==> src/rtl/ring_sample_scheduler.sv <==
// Byte-pair assembler feeding eight per-ring holding slots, round-robin arbitrated into one shared sample FIFO.
// Optional peak comparator on popped data is enabled by defining RING_SCHED_PEAK_EN.
module ring_sample_scheduler #(
  parameter int         DEPTH = 8,
  parameter logic [9:0] THRES = 10'd510
) (
  input  logic                     i_clk,
  input  logic                     i_reset,
  input  logic                     i_byte_valid,
  input  logic [7:0]               i_byte_data,
  output logic                     o_byte_ready,
  input  logic                     i_rd_en,
  output logic [5:0]               o_fifo_ch,
  output logic [9:0]               o_fifo_out,
  output logic                     o_out_valid,
  output logic                     o_peak,
  output logic                     o_empty,
  output logic                     o_full,
  output logic [$clog2(DEPTH):0]   o_fifo_counter,
  output logic [7:0]               o_pending
);

  localparam int AW = $clog2(DEPTH);
  localparam int CW = AW + 1;

  typedef enum logic [0:0] {S_HI = 1'b0, S_LO = 1'b1} state_t;

  state_t          r_state;
  state_t          w_state_nxt;
  logic [7:0]      r_hi;
  logic [15:0]     r_slot [8];
  logic [7:0]      r_pending;
  logic [2:0]      r_rr_ptr;
  logic [15:0]     r_mem [DEPTH];
  logic [AW-1:0]   r_wptr;
  logic [AW-1:0]   r_rptr;
  logic [CW-1:0]   r_count;
  logic            r_empty;
  logic            r_full;
  logic            r_out_valid;
  logic            r_peak;
  logic [5:0]      r_ch;
  logic [9:0]      r_out;

  logic            w_byte_ready;
  logic            w_hi_load;
  logic            w_slot_load;
  logic            w_grant;
  logic [2:0]      w_gidx;
  logic            w_rd;
  logic [7:0]      w_set;
  logic [7:0]      w_clr;
  logic [CW-1:0]   w_count_nxt;

  // The low byte is held off while its ring slot is still occupied, so a slot is never overwritten.
  always_comb begin
    w_state_nxt  = r_state;
    w_byte_ready = 1'b1;
    w_hi_load    = 1'b0;
    w_slot_load  = 1'b0;
    case (r_state)
      S_HI: begin
        w_byte_ready = 1'b1;
        if (i_byte_valid) begin
          w_hi_load   = 1'b1;
          w_state_nxt = S_LO;
        end else begin
          w_state_nxt = S_HI;
        end
      end
      S_LO: begin
        w_byte_ready = !r_pending[r_hi[7:5]];
        if (i_byte_valid && w_byte_ready) begin
          w_slot_load = 1'b1;
          w_state_nxt = S_HI;
        end else begin
          w_state_nxt = S_LO;
        end
      end
      default: begin
        w_state_nxt = S_HI;
      end
    endcase
  end

  // Descending scan: the last hit written is the nearest pending ring at or after r_rr_ptr.
  always_comb begin
    w_grant = 1'b0;
    w_gidx  = 3'd0;
    if (!r_full && (r_pending != 8'd0)) begin
      for (int i = 7; i >= 0; i--) begin
        if (r_pending[r_rr_ptr + 3'(i)]) begin
          w_grant = 1'b1;
          w_gidx  = r_rr_ptr + 3'(i);
        end else begin
          w_grant = w_grant;
        end
      end
    end else begin
      w_grant = 1'b0;
    end
  end

  assign w_rd  = i_rd_en && !r_empty;
  assign w_set = w_slot_load ? (8'd1 << r_hi[7:5]) : 8'd0;
  assign w_clr = w_grant ? (8'd1 << w_gidx) : 8'd0;

  always_comb begin
    w_count_nxt = r_count;
    case ({w_grant, w_rd})
      2'b10:   w_count_nxt = r_count + CW'(1'b1);
      2'b01:   w_count_nxt = r_count - CW'(1'b1);
      default: w_count_nxt = r_count;
    endcase
  end

  always_ff @(posedge i_clk) begin
    if (i_reset) begin
      r_state   <= S_HI;
      r_hi      <= 8'd0;
      r_pending <= 8'd0;
      r_rr_ptr  <= 3'd0;
    end else begin
      r_state   <= w_state_nxt;
      r_pending <= (r_pending & ~w_clr) | w_set;
      if (w_hi_load) r_hi <= i_byte_data;
      if (w_grant) r_rr_ptr <= w_gidx + 3'd1;
    end
  end

  // Data storage carries no reset; occupancy is tracked by r_pending and r_count.
  always_ff @(posedge i_clk) begin
    if (w_slot_load) r_slot[r_hi[7:5]] <= {r_hi, i_byte_data};
    if (w_grant) r_mem[r_wptr] <= r_slot[w_gidx];
  end

  always_ff @(posedge i_clk) begin
    if (i_reset) begin
      r_wptr  <= '0;
      r_rptr  <= '0;
      r_count <= '0;
      r_empty <= 1'b1;
      r_full  <= 1'b0;
    end else begin
      if (w_grant) r_wptr <= r_wptr + AW'(1'b1);
      if (w_rd) r_rptr <= r_rptr + AW'(1'b1);
      r_count <= w_count_nxt;
      r_empty <= (w_count_nxt == CW'(1'b0));
      r_full  <= (w_count_nxt == CW'(DEPTH));
    end
  end

  always_ff @(posedge i_clk) begin
    if (i_reset) begin
      r_out_valid <= 1'b0;
      r_peak      <= 1'b0;
      r_ch        <= 6'd0;
      r_out       <= 10'd0;
    end else begin
      r_out_valid <= w_rd;
      if (w_rd) begin
        r_ch  <= r_mem[r_rptr][15:10];
        r_out <= r_mem[r_rptr][9:0];
      end
`ifdef RING_SCHED_PEAK_EN
      r_peak <= w_rd && (r_mem[r_rptr][9:0] > THRES);
`else
      r_peak <= 1'b0;
`endif
    end
  end

`ifndef RING_SCHED_PEAK_EN
  logic w_unused_thres;
  assign w_unused_thres = ^THRES;
`endif

  assign o_byte_ready   = w_byte_ready;
  assign o_fifo_ch      = r_ch;
  assign o_fifo_out     = r_out;
  assign o_out_valid    = r_out_valid;
  assign o_peak         = r_peak;
  assign o_empty        = r_empty;
  assign o_full         = r_full;
  assign o_fifo_counter = r_count;
  assign o_pending      = r_pending;

endmodule

==> config.mk <==
export PLATFORM = sky130hd
export DESIGN_NAME = ring_sample_scheduler
export DESIGN_NICKNAME = d
export VERILOG_FILES = /design/src/rtl/ring_sample_scheduler.sv
export SDC_FILE = /design/constraint.sdc
export NUM_CORES = 1
export LEC_CHECK = 0
export ABC_AREA = 0
export CORE_MARGIN = 2
export CORE_UTILIZATION = 30
export CTS_CLUSTER_DIAMETER = 50
export DETAILED_ROUTE_END_ITERATION = 10
export PLACE_DENSITY_LB_ADDON = 0.3
export SYNTH_ARGS = -nofsm -noshare
export SYNTH_HDL_FRONTEND = slang
export SYNTH_SLANG_ARGS = --single-unit
==> constraint.sdc <==
create_clock -name i_clk -period 8.5 [get_ports i_clk]
set_clock_uncertainty 0.2 [all_clocks]
set_input_delay 1.7 -clock i_clk [delete_from_list [all_inputs] [get_ports i_clk]]
set_output_delay 1.7 -clock i_clk [all_outputs]
set_load 0.01 [all_outputs]
After elaboration in Yosys (flattened, before gate mapping)

Memories as Yosys holds them, arrays and structs flattened. A register that Yosys moved wholly into a read port is not among the register bits.
Cells that the tools add are included.

Register bits: 33
Bits in writable memories: 256
Bits of input ports: 12
Output and inout bits: 33
Word-level logic and storage cells: 100
Memories kept: 2

Memories:

| name   | words | bits a word | rd ports | clocked after memory_dff | write ports | line | source |
|---|---|---|---|---|---|---|---|
| r_mem  | 8     | 16          | 1        | 1                        | 1           | 34   | `logic [15:0] r_mem [DEPTH];` |
| r_slot | 8     | 16          | 1        | 0                        | 1           | 31   | `logic [15:0] r_slot [8];` |

Add/sub/neg operators: 12
Magnitude comparators: 9
Equality and inequality tests: 3
Shift operators: 2
Multiplexer cells: 50
Bitwise gates (word level): 4
Reduce and logical (&&, ||, !) cells: 8

Operator list:

| operator                                                                     | count |
|---|---|
| 3-bit by 4-bit less-than comparator with 1-bit output, second input constant | 9 |
| 1-bit binary-select mux with 3-bit select                                    | 9 |
| 1-bit two-way mux                                                            | 27 |
| 3-bit two-way mux                                                            | 9 |
| 8-bit two-way mux                                                            | 2 |
| 1-bit by 3-bit << shifter with 8-bit output, first input constant            | 2 |
| 3-bit by 1-bit adder with 3-bit output, second input constant                | 4 |
| 3-bit adder, second input constant                                           | 4 |
| 8-bit bitwise AND                                                            | 1 |
| 8-bit NOT                                                                    | 1 |
| 8-bit OR                                                                     | 1 |
| 4-bit one-hot mux with 2 select lines                                        | 1 |
| 8-bit nonzero test                                                           | 1 |
| 3-bit by 2-bit adder with 3-bit output, second input constant                | 2 |
| 4-bit by 1-bit adder with 4-bit output, second input constant                | 1 |
| 4-bit == test, second input constant                                         | 1 |
| 4-bit logical NOT                                                            | 1 |
| 1-bit one-hot mux with 2 select lines                                        | 2 |
| 4-bit by 1-bit subtractor with 4-bit output, second input constant           | 1 |
| 1-bit logical AND                                                            | 3 |
| 1-bit logical NOT                                                            | 3 |
| 2-bit by 1-bit == test with 1-bit output, second input constant              | 1 |
| 2-bit == test, second input constant                                         | 1 |
| 1-bit NOT                                                                    | 1 |

Logic depth before layout (Yosys ltp)

Gate-level depths: netlist of the first run.

Depth in word-level cells: 17
Mapped depth: 18
Gate-level depth less buffers: 15

Least setup slack after synthesis of the first run

OpenSTA, ideal clock, no wires.

Path kind: input to register
From: input port i_rd_en
To: register r_empty (netlist: o_empty)
Setup time: 70 ps
Data arrival time: 3,711 ps
Data required time: 8,230 ps
Path slack: 4,519 ps
Stages on the path: 12
Path buffers: 2
Path through: nor2b_1 -> clkbuf_1 -> clkbuf_1 -> ha_1 -> xor2_1 -> ha_1 -> a21oi_1 -> xor2_1 -> nor2_1 -> xnor2_1 -> o21ai_0 -> a21oi_1

Word-level cells in the longest chain between the ends: 4
Elaborated cells on any way between the ends: 5
Those cells by class: 2 x eq/ne; 1 x mux; 2 x reduce/logical

RTL lines:

| what                                                                      | line | source |
|---|---|---|
| from (decl)                                                               | 12   | `input logic i_rd_en,` |
| 1-bit logical AND *                                                       | 104  | `assign w_rd = i_rd_en && !r_empty;` |
| via w_rd                                                                  | 50   | `logic w_rd;` |
| 2-bit by 1-bit == test with 1-bit output or 2-bit == test (tied branches) | 110  | `case ({w_grant, w_rd})` |
| 4-bit one-hot mux with 2 select lines *                                   | 110  |  |
| 4-bit logical NOT *                                                       | 148  | `r_empty <= (w_count_nxt == CW'(1'b0));` |
| to (signal assigned)                                                      | 148  |  |
| to (decl)                                                                 | 38   | `logic r_empty;` |

The timed path passes the listed nets; every way through them passes the cells marked *.
A chain may end at the register's enable or synchronous reset.

Worst setup path in the final report of the first run

From: register r_rr_ptr[0]
To: memory r_mem[3][14] (data pin)

Word-level cells in the longest chain between the ends: 13
Elaborated cells on any way between the ends: 33
Those cells by class: 7 x add/sub; 25 x mux; 1 x memory

RTL lines:

| what                                      | line   | source |
|---|---|---|
| from (decl)                               | 33     | `logic [2:0] r_rr_ptr;` |
| from (signal assigned)                    | 127    | `if (w_grant) r_rr_ptr <= w_gidx + 3'd1;` |
| 3-bit adder                               | 92, 94 |  |
| 1-bit binary-select mux with 3-bit select | 92     | `if (r_pending[r_rr_ptr + 3'(i)]) begin` |
| 1-bit two-way mux (not written as such)   | 92     |  |
| 3-bit two-way mux (7 in series)           | 92     |  |
| 3-bit two-way mux *                       | 92     |  |
| 3-bit two-way mux *                       | 90     | `if (!r_full && (r_pending != 8'd0)) begin` |
| memory 8 x 16 bit *                       | n/a    |  |
| to (decl)                                 | 34     |  |

Every way passes the cells marked *; elsewhere a longest branch is shown, timed or not. The select of a mux whose other input is x is not followed.

==> impl_results.md, run 1 <==
- Status: complete, no violations
- Antenna violations before repair: 0
- Postcts setup bufs: 0
- Remaining DRCs: 0
- Crit end category: register
- Hold-fix buffers, CTS: 0
- Post-synth EDFFs: roughly 260
- Antenna-violating nets left: 0
- Fin crit share: 59.99%
- Largest family of logic cells by synthesized area: multiplexers
- First-pass GRT wire length: just under 40 mm
- Metal2 WL: ~12 mm
- Core Region: 41950 um2
- Worst setup margin: 3.401 ns
- Layout area overhead: 17.38%
- Area of the multi-input gates: 3786 um2
- Fraction of registers with async set/reset: 0%
- Worst slew pin tran: 0.9286 ns
- Post-synthesis cell count: 752
- Netlist cell types: 50
- Routed vias/inst: 4.694
- Die W: 209.9 um
- Max capacitance violation total: 0
- Finished Cell Area: 14930 um2
- Router iterations before antenna repair: 4
- Endpoints failing setup: 0
- Largest area contributor in the synthesized netlist: edfxtp_1
- Commonest cells in the netlist: edfxtp_1, mux2i_1, nor2_1
- Root Driver: clkbuf_16
- Critical path startpoint category: register
- Synthesized cell area: 12720 um2
- VDD IR-drop max: roughly 0.00012 V
- Hold wc startpoint: o_fifo_out[2]
- Starting Density: a little under a third
- # IOs: 45
- HPWL Detailed: ~15 mm
- Synth top area share: between 60 and 70%
- Final worst path period need: approximately 5.1 ns
- Final Routed Wirelength: 25.05 mm
- FILL cells: 3928
- GRT overflow: 0
- H-Tree Depth: 2
- Top cells by area, synth: edfxtp_1, mux2i_1, dfxtp_1
- PostCTS Resize Cnt: 0
- Nets@finish: ~840
- DRT met1 WL: 11.24 mm
- Num CTS Buffers: 36
- WL/cell: 18.15 um
- Hold Fails Final Rpt: 0
- Synth Net Count: ~780
- Most frequent cell after synthesis: edfxtp_1
- Unrepaired setup endpoints after global routing: no
- FF+latch count, synth: 305
- Worst Path Max Fanout: 50
- DRT iter0 DRCs: 445
- Synth Area in Compound Gates: 3.295%
- Worst Path Arrival: just over 5 ns
- Slew margin rel.: 38.07%
- I/O Buffers: 43
- R2R setup slack: 3.40 ns
- Critical path launch point: r_rr_ptr[0]
- FF+latch area: 8670 um2
- Mux contribution to synthesized area: roughly a fifth
- Avg Synthesized Cell Area: approximately 17 um2
- Clk_lat worst skew: 0.51 ns
- RePlAce Congestion: 0.7896
- Row cnt: 75
- CTS tree: done
- Placed cell area: 13780 um2
- Reg-to-Reg Start: r_rr_ptr[0]
- Synth Area in Simple Gates: 4.445%
- Pre-CTS setup slack: 3.352 ns
- Ant. Diodes: 0
- Predominant post-synthesis flop cell: edfxtp_1
- Xor/xnor cell area share of the yosys netlist: 1.033%
- Largest net degree at the start of global routing: 51
- Layout cells sized above 1: 18.91%
- PD cells: between 200 and 250 nW/um2
- Worst path required time: 8.51 ns
- Leak pwr: 0.004647 uW
- Clock Sinks: 305
- Clk buf depth: 3
- FMAX: 0.1961 GHz
- Crit Path Category: register to register
- Reg clk slew, reported paths: 0.06 ns
- Met3 Wirelength: 915 um
- Number of global-route vias before repair: 6616
- Total vias in the final route: 6478
- Hold WC Path Type: register to register
- Max layer used: met4
- Setup Total Neg Slack: 0 ns
- Die Y: 209.9 um
- Post-synthesis sequential area ratio: between 60% and 70%
- Fin. max-slew vios: 0
- Adder-Cell Fraction of Synth Area: about 1.3%
- Yosys warnings: 0
- Tot GR Track Use: 11.56%
- Die area: 44070 um2
==> registers in the layout (all words and copies together), names as in the netlist <==
name / count
o_out_valid: 1
r_state: 1
o_full: 1
o_fifo_out: 10
r_mem: 128
o_pending: 8
r_hi: 8
r_rr_ptr: 3
r_rptr: 3
o_fifo_counter: 4
o_empty: 1
r_slot: 128
o_fifo_ch: 6
r_wptr: 3
==> cells by family after synthesis <==
group	Yosys count
adder cells (fa/ha/maj)	13
AND/OR/NAND/NOR	120
flip-flops	305
buffers and inverters	51
AO/OA/AOI/OAI	60
XOR/XNOR	15
multiplexers	187
other	1
==> per-stage QoR <==
stage,hold WS [ns],total power (uW),instances,util [%]
floorplan,0.2744,1948,752,-
global placement,0.2895,2064,1317,32.84
detailed placement,0.2899,2069,1317,32.84
CTS,0.2974,3545,1380,35.60
global route,0.3174,3638,1380,35.60
finish,0.2942,3494,1380,35.60
==> report_power, final <==
part | internal, uW | switching (uW)
clock | 869 | 597
sequential | 1670 | 38.0
combinational | 160 | 165
total | 2690 | 799
==> cell type report <==
cell class / count / share of cell area (%)
Sequential cell: 305 / 58.06
Multi-Input combinational cell: 396 / 25.35
Timing Repair Buffer: 68 / 4.106
Inverter: 9 / 0.2262
Tap cell: 539 / 4.516
Clock inverter: 19 / 1.106
Clock buffer: 44 / 6.636
==> worst paths after layout <==
path | endpoint | depth (start not counted)
min | o_fifo_out[2] | 2
max reg2reg | r_mem[3][14] | 12
max | r_mem[3][14] | 12
min reg2reg | o_fifo_out[2] | 2
==> layout by cell type (no fill, tap or decap), drive strengths merged, types with 3 or more instances in the layout <==
master / Yosys / layout
mux2i: 127 / 127
nor2: 56 / 56
clkdlybuf4s50: 0 / 42
inv: 8 / 11
nand2: 22 / 22
dfxtp: 49 / 49
clkbuf: 19 / 44
o21ai: 8 / 8
and2: 3 / 3
nand3b: 3 / 3
nand3: 5 / 5
mux2: 18 / 18
and3: 3 / 3
edfxtp: 256 / 256
nor3: 8 / 8
nor3b: 4 / 4
a21oi: 21 / 21
a211oi: 18 / 18
mux4: 42 / 42
nor4: 3 / 3
xnor2: 7 / 7
ha: 13 / 13
nand2b: 6 / 6
xor2: 8 / 8
clkinv: 1 / 15
buf: 23 / 26
==> critical path, stage by stage (launching register included) <==
cell and delay [ns]:
dfxtp_1 0.73, inv_1 0.19, ha_1 0.50, mux4_2 0.40
a22o_1 0.28, o211ai_1 0.18, o22ai_1 0.14, a211oi_4 0.22
buf_4 0.39, buf_4 0.72, mux2i_1 0.28, mux2i_1 0.09
mux2_1 0.44
==> routing by layer <==
metal	GRT usage [%]	vias to the layer above
met1	15.10	3254
met3	2.011	48
met4	2.788	0
met2	20.06	106
met5	0	-
li1	-	3070
(Power assumes the default switching activity.)
==> inputs of run 2 (changes only) <==
==> constraint.sdc (replaced) <==
create_clock -name i_clk -period 4.92 [get_ports i_clk]
set_clock_uncertainty 0.2 [all_clocks]
set_input_delay 0.984 -clock i_clk [delete_from_list [all_inputs] [get_ports i_clk]]
set_output_delay 0.984 -clock i_clk [all_outputs]
set_load 0.01 [all_outputs]
==> impl_results.md, run 2 (same netlist as run 1, synthesis figures left out) <==
- PostCTS Resize Cnt: 0
- Fin crit share: a little over four fifths
- GRT met2 Usage: 20.23%
- Postcts setup bufs: 0
- Clk buf depth: 3
- Antenna violations before repair: 0
- Most used cell, CP: mux2i_1
- M1 GR Usage: approximately 15%
- Num CTS Buffers: 34
- Unrepaired setup endpoints after global routing: no
- Core Region: 41950 um2
- Remaining DRCs: 0
- Reg clk slew, reported paths: roughly 0.06 ns
- Global Route met3 Usage: 2.414%
- Layout area overhead: 17.20%
- Setup Total Neg Slack: 0 ns
- Die W: 209.9 um
- Starting Density: 30.33%
- Leak pwr: approximately 0.0046 uW
- Crit Path Category: register to register
- FF-to-FF path depth: 12
- Router iterations before antenna repair: 4
- H-Tree Depth: 2
- Row cnt: 75
- Crit end category: register
- Most frequent cells in the layout: edfxtp_1, mux2i_1, nor2_1
- Critical-path cell list: buf_4, inv_1, ha_1, mux4_2, a22o_1, o211ai_1, o22ai_1, a211oi_4, buf_12, mux2i_1, mux2i_1, mux2_1
- Hold WC Path Type: register to register
- Number of cells on the critical path: 12
- Hold Fails Final Rpt: 0
- Nets@finish: around 840
- Die area: 44070 um2
- FMAX: 0.2416 GHz
- HPWL Detailed: 15.67 mm
- Root Driver: clkbuf_16
- Total vias in the final route: 6432
- Final worst path period need: roughly 4.1 ns
- Clock Sinks: 305
- FILL cells: 3885
- Worst path required time: slightly below 5 ns
- Hold-fix buffers, CTS: 0
- Critical path startpoint category: register
- First-pass GRT wire length: 39.03 mm
- VDD IR-drop max: 0.0001844 V
- Max capacitance violation total: 0
- # IOs: 45
- Number of global-route vias before repair: 6530
- Commonest non-fill, non-tap cell in the layout: edfxtp_1
- Fin. max-slew vios: 0
- Post-layout util: 35.55%
- Endpoints failing setup: 0
- I/O Buffers: 43
- WL/cell: approximately 18 um
- CP Buf/Inv Count: 3
- Slowest cell on the critical path: ha_1
- DRT iter0 DRCs: 405
- PD cells: roughly 400 nW/um2
- Status: complete, no violations
- Routed vias/inst: 4.654
- CTS tree: done
- Most Crowded Layer GR: met2
- Die Y: roughly 210 um
- Largest net degree at the start of global routing: 73
- Final Routed Wirelength: 25.39 mm
- RePlAce Congestion: 0.7527
- Worst Path Arrival: approximately 4.2 ns
- Worst slew pin tran: between 1 and 1.5 ns
- Slew margin rel.: 27.01%
- Cell depth of the worst hold path: 2
- Worst Path Max Fanout: 72
- Layout cells sized above 1: 18.05%
- Antenna-violating nets left: 0
- GRT overflow: 0
- Tot GR Track Use: 11.58%
- Clk_lat worst skew: between 0.5 and 0.6 ns
- Crit-path max cell delay: 0.47 ns
- CP top delay family: multiplexers
[run 2: final timing paths]
path,slack (ns),start,end
worst min-delay path,0.30,o_fifo_out[2],o_fifo_out[2]
worst max register to register,0.78,r_rr_ptr[0],r_mem[3][10]
worst max-delay path,0.78,r_rr_ptr[0],r_mem[3][10]
worst min register to register,0.30,o_fifo_out[2],o_fifo_out[2]
[run 2: per-layer routing]
metal,vias up,routed length [um]
li1,3057,-
met1,3228,11300
met2,116,12740
met3,31,978
met4,0,366
met5,-,0
[run 2: area by class of cell]
type | instances | area, um2 | area share, %
repair buffers | 71 | 660.6 | 4.431
clock inverters | 13 | 170.2 | 1.141
diodes | 1 | 2.502 | 0.01678
flip-flops and latches | 305 | 8670 | 58.14
inverters | 9 | 33.78 | 0.2266
clock buffers | 48 | 913.4 | 6.126
multi-input cells | 396 | 3786 | 25.39
well taps | 539 | 674.4 | 4.523
[run 2: tightest hold or removal path, stage by stage (launching register included)]
cell	delay (ns)
dfxtp_1	0.31
nor2_1	0.09
a211oi_1	0.05
[run 2: power breakdown]
group          leakage (uW)  internal, uW  switching (uW)  total, uW
Sequential          0.00275          2880            81.0       2960
Clock              0.000518          1470             980       2450
Combinational       0.00134           280             271        551
Total               0.00462          4630            1330       5960
[run 2: through the flow]
stage	setup slack [ns]	hold WS (ns)	cells	area, um2	total power (uW)
floorplan	1.150	0.2744	752	12720	3365
global placement	0.8181	0.2869	1320	13820	3573
detailed placement	0.7911	0.2931	1320	13820	3578
CTS	0.7980	0.3027	1381	14910	6039
global route	0.5925	0.3209	1381	14910	6200
finish	0.7810	0.2953	1382	14910	5957
==> RTL edit: new RTL, settings of run 2 <==
Make the reset (`i_reset`) asynchronous in 3 clocked blocks.
--- a/src/rtl/ring_sample_scheduler.sv
+++ b/src/rtl/ring_sample_scheduler.sv
@@ -115,5 +115,5 @@
   end
 
-  always_ff @(posedge i_clk) begin
+  always_ff @(posedge i_clk or posedge i_reset) begin
     if (i_reset) begin
       r_state   <= S_HI;
@@ -135,5 +135,5 @@
   end
 
-  always_ff @(posedge i_clk) begin
+  always_ff @(posedge i_clk or posedge i_reset) begin
     if (i_reset) begin
       r_wptr  <= '0;
@@ -151,5 +151,5 @@
   end
 
-  always_ff @(posedge i_clk) begin
+  always_ff @(posedge i_clk or posedge i_reset) begin
     if (i_reset) begin
       r_out_valid <= 1'b0;
Function: differs if i_reset is asserted again (counterexample within 4 cycles, from zero or initial values and one cycle with i_reset high); with i_reset held inactive, the same outputs for 4 cycles.
==> RTL edit against run 2 <==
Synthesized area rose by 4.2%. Routed wire length rose by 15%. Sequential share of layout area fell by 0.77 points. Non-clock buffer count rose by 1. Design area rose by 4.2%. First-iteration DRC count rose by 63%. Die area rose by 4.1%. Worst hold slack got worse by 0.018 ns. Utilization fell by 0.17 points. Sequential cell count did not move. Worst setup slack improved by 0.14 ns.
Power is left out: the tool's default activity adds up to more than one toggle a clock period on the data nets, which glitch-free logic cannot reach.
==> RTL edit: results (changes against run 2) <==
INFO  critical_path  cp_slowest_cell=mux2i_1 [was ha_1]
INFO  critical_path  ff2ff_path_depth=11 [was 12]
INFO  placement      detailed_place_hpwl=16.8mm [was 15.7 mm]
INFO  clock_tree     numCtsBuffers=36 [was 34]
INFO  critical_path  timing.rr.end=r_mem[0][1] [was r_mem[3][10]]
INFO  critical_path  regToRegSetupSlack=0.92ns [was 0.78 ns]
INFO  synth          netlist_top_cells_area=edfxtp_1 58%, dfrtp_1 9.1%, mux4_2 6.8% [was edfxtp_1 60%, mux2i_1 10%, dfxtp_1 7.7%]
INFO  die            design.die.area=45900um^2 [was 44100 um^2]
INFO  synth          synth_sequential_area_ratio=67.2% [was 68.1%]
INFO  synth          synth_adder_area_share=1.23% [was 1.28%]
INFO  run_status     run_status=finished, final reports clean [unchanged]
INFO  finish         multi_input_area=3990um^2 [was 3790 um^2]
INFO  synth          synth_async_sr_flop_share=16.1% [was 0%]
INFO  finish         fraction_of_layout_cells_with_a_size_suffix_above_1=17.2% [was 18.1%]
INFO  worst_hold_path holdPathEnd=o_fifo_out[3] [was o_fifo_out[2]]
INFO  finish         num-fill-cells=4226 [was 3885]
INFO  synth          mappedNetlistNets=902 [was 777]
INFO  finish         finalCoreUtilization=35.4% [was 35.5%]
INFO  detailed_routing drt_first_iter_violations=662 [was 405]
INFO  finish         sequential_cell_area=8920um^2 [was 8670 um^2]
INFO  worst_hold_path holdCritStartpoint=o_fifo_out[3] [was o_fifo_out[2]]
INFO  global_routing grt_pass1_wl=45.8mm [was 39.0 mm]
INFO  critical_path  timing.critical_path.slowest_cell_delay=0.62ns [was 0.47 ns]
INFO  finish         num_antenna_cells=0 [was 1]
INFO  finish         clock_cell_area_share=7.22% [was 7.27%]
INFO  synth          synth_xor_area_share=0.991% [was 1.03%]
INFO  timing         worst_hold_slack=0.277ns [was 0.295 ns]
INFO  placement      detailed_place.area=14400um^2 [was 13800 um^2]
INFO  finish         signal_buffers=72 [was 71]
INFO  detailed_routing totalWireLength=29.1mm [was 25.4 mm]
[RTL edit: cell count changes after synthesis, sizes merged, moves of 4 or more]
cell,run 2,this run
inv,8,14
buf,23,29
dfrtp,0,48
a21oi,21,8
nand2,22,100
nor3,8,4
a211oi,18,3
o21ai,8,169
clkbuf,19,27
mux2i,127,72
mux2,18,13
dfxtp,49,0
nor2,56,12
[RTL edit: logic make-up (layout without fill, tap and decap cells)]
family                   count (synthesis)  in the layout
AO/OA/AOI/OAI                          195            195
XOR/XNOR                                15             15
adder cells (fa/ha/maj)                 13             13
buffers and inverters                   70            151
flip-flops                             305            305
multiplexers                           128            128
other                                    1              1
AND/OR/NAND/NOR                        150            150
[RTL edit: routing by layer]
layer  up-vias  share of wire [%]  GRT usage, %
li1       3450                  -             -
met1      3720                 44          16.8
met2       150                 50          21.5
met3        37                4.7          2.74
met4         0                1.5          3.15
met5         -                  0             0
[RTL edit: worst min-delay path, stage by stage (launching register included)]
cell and delay, ns:
dfrtp_1 0.34, nand2_1 0.04, o21ai_0 0.06
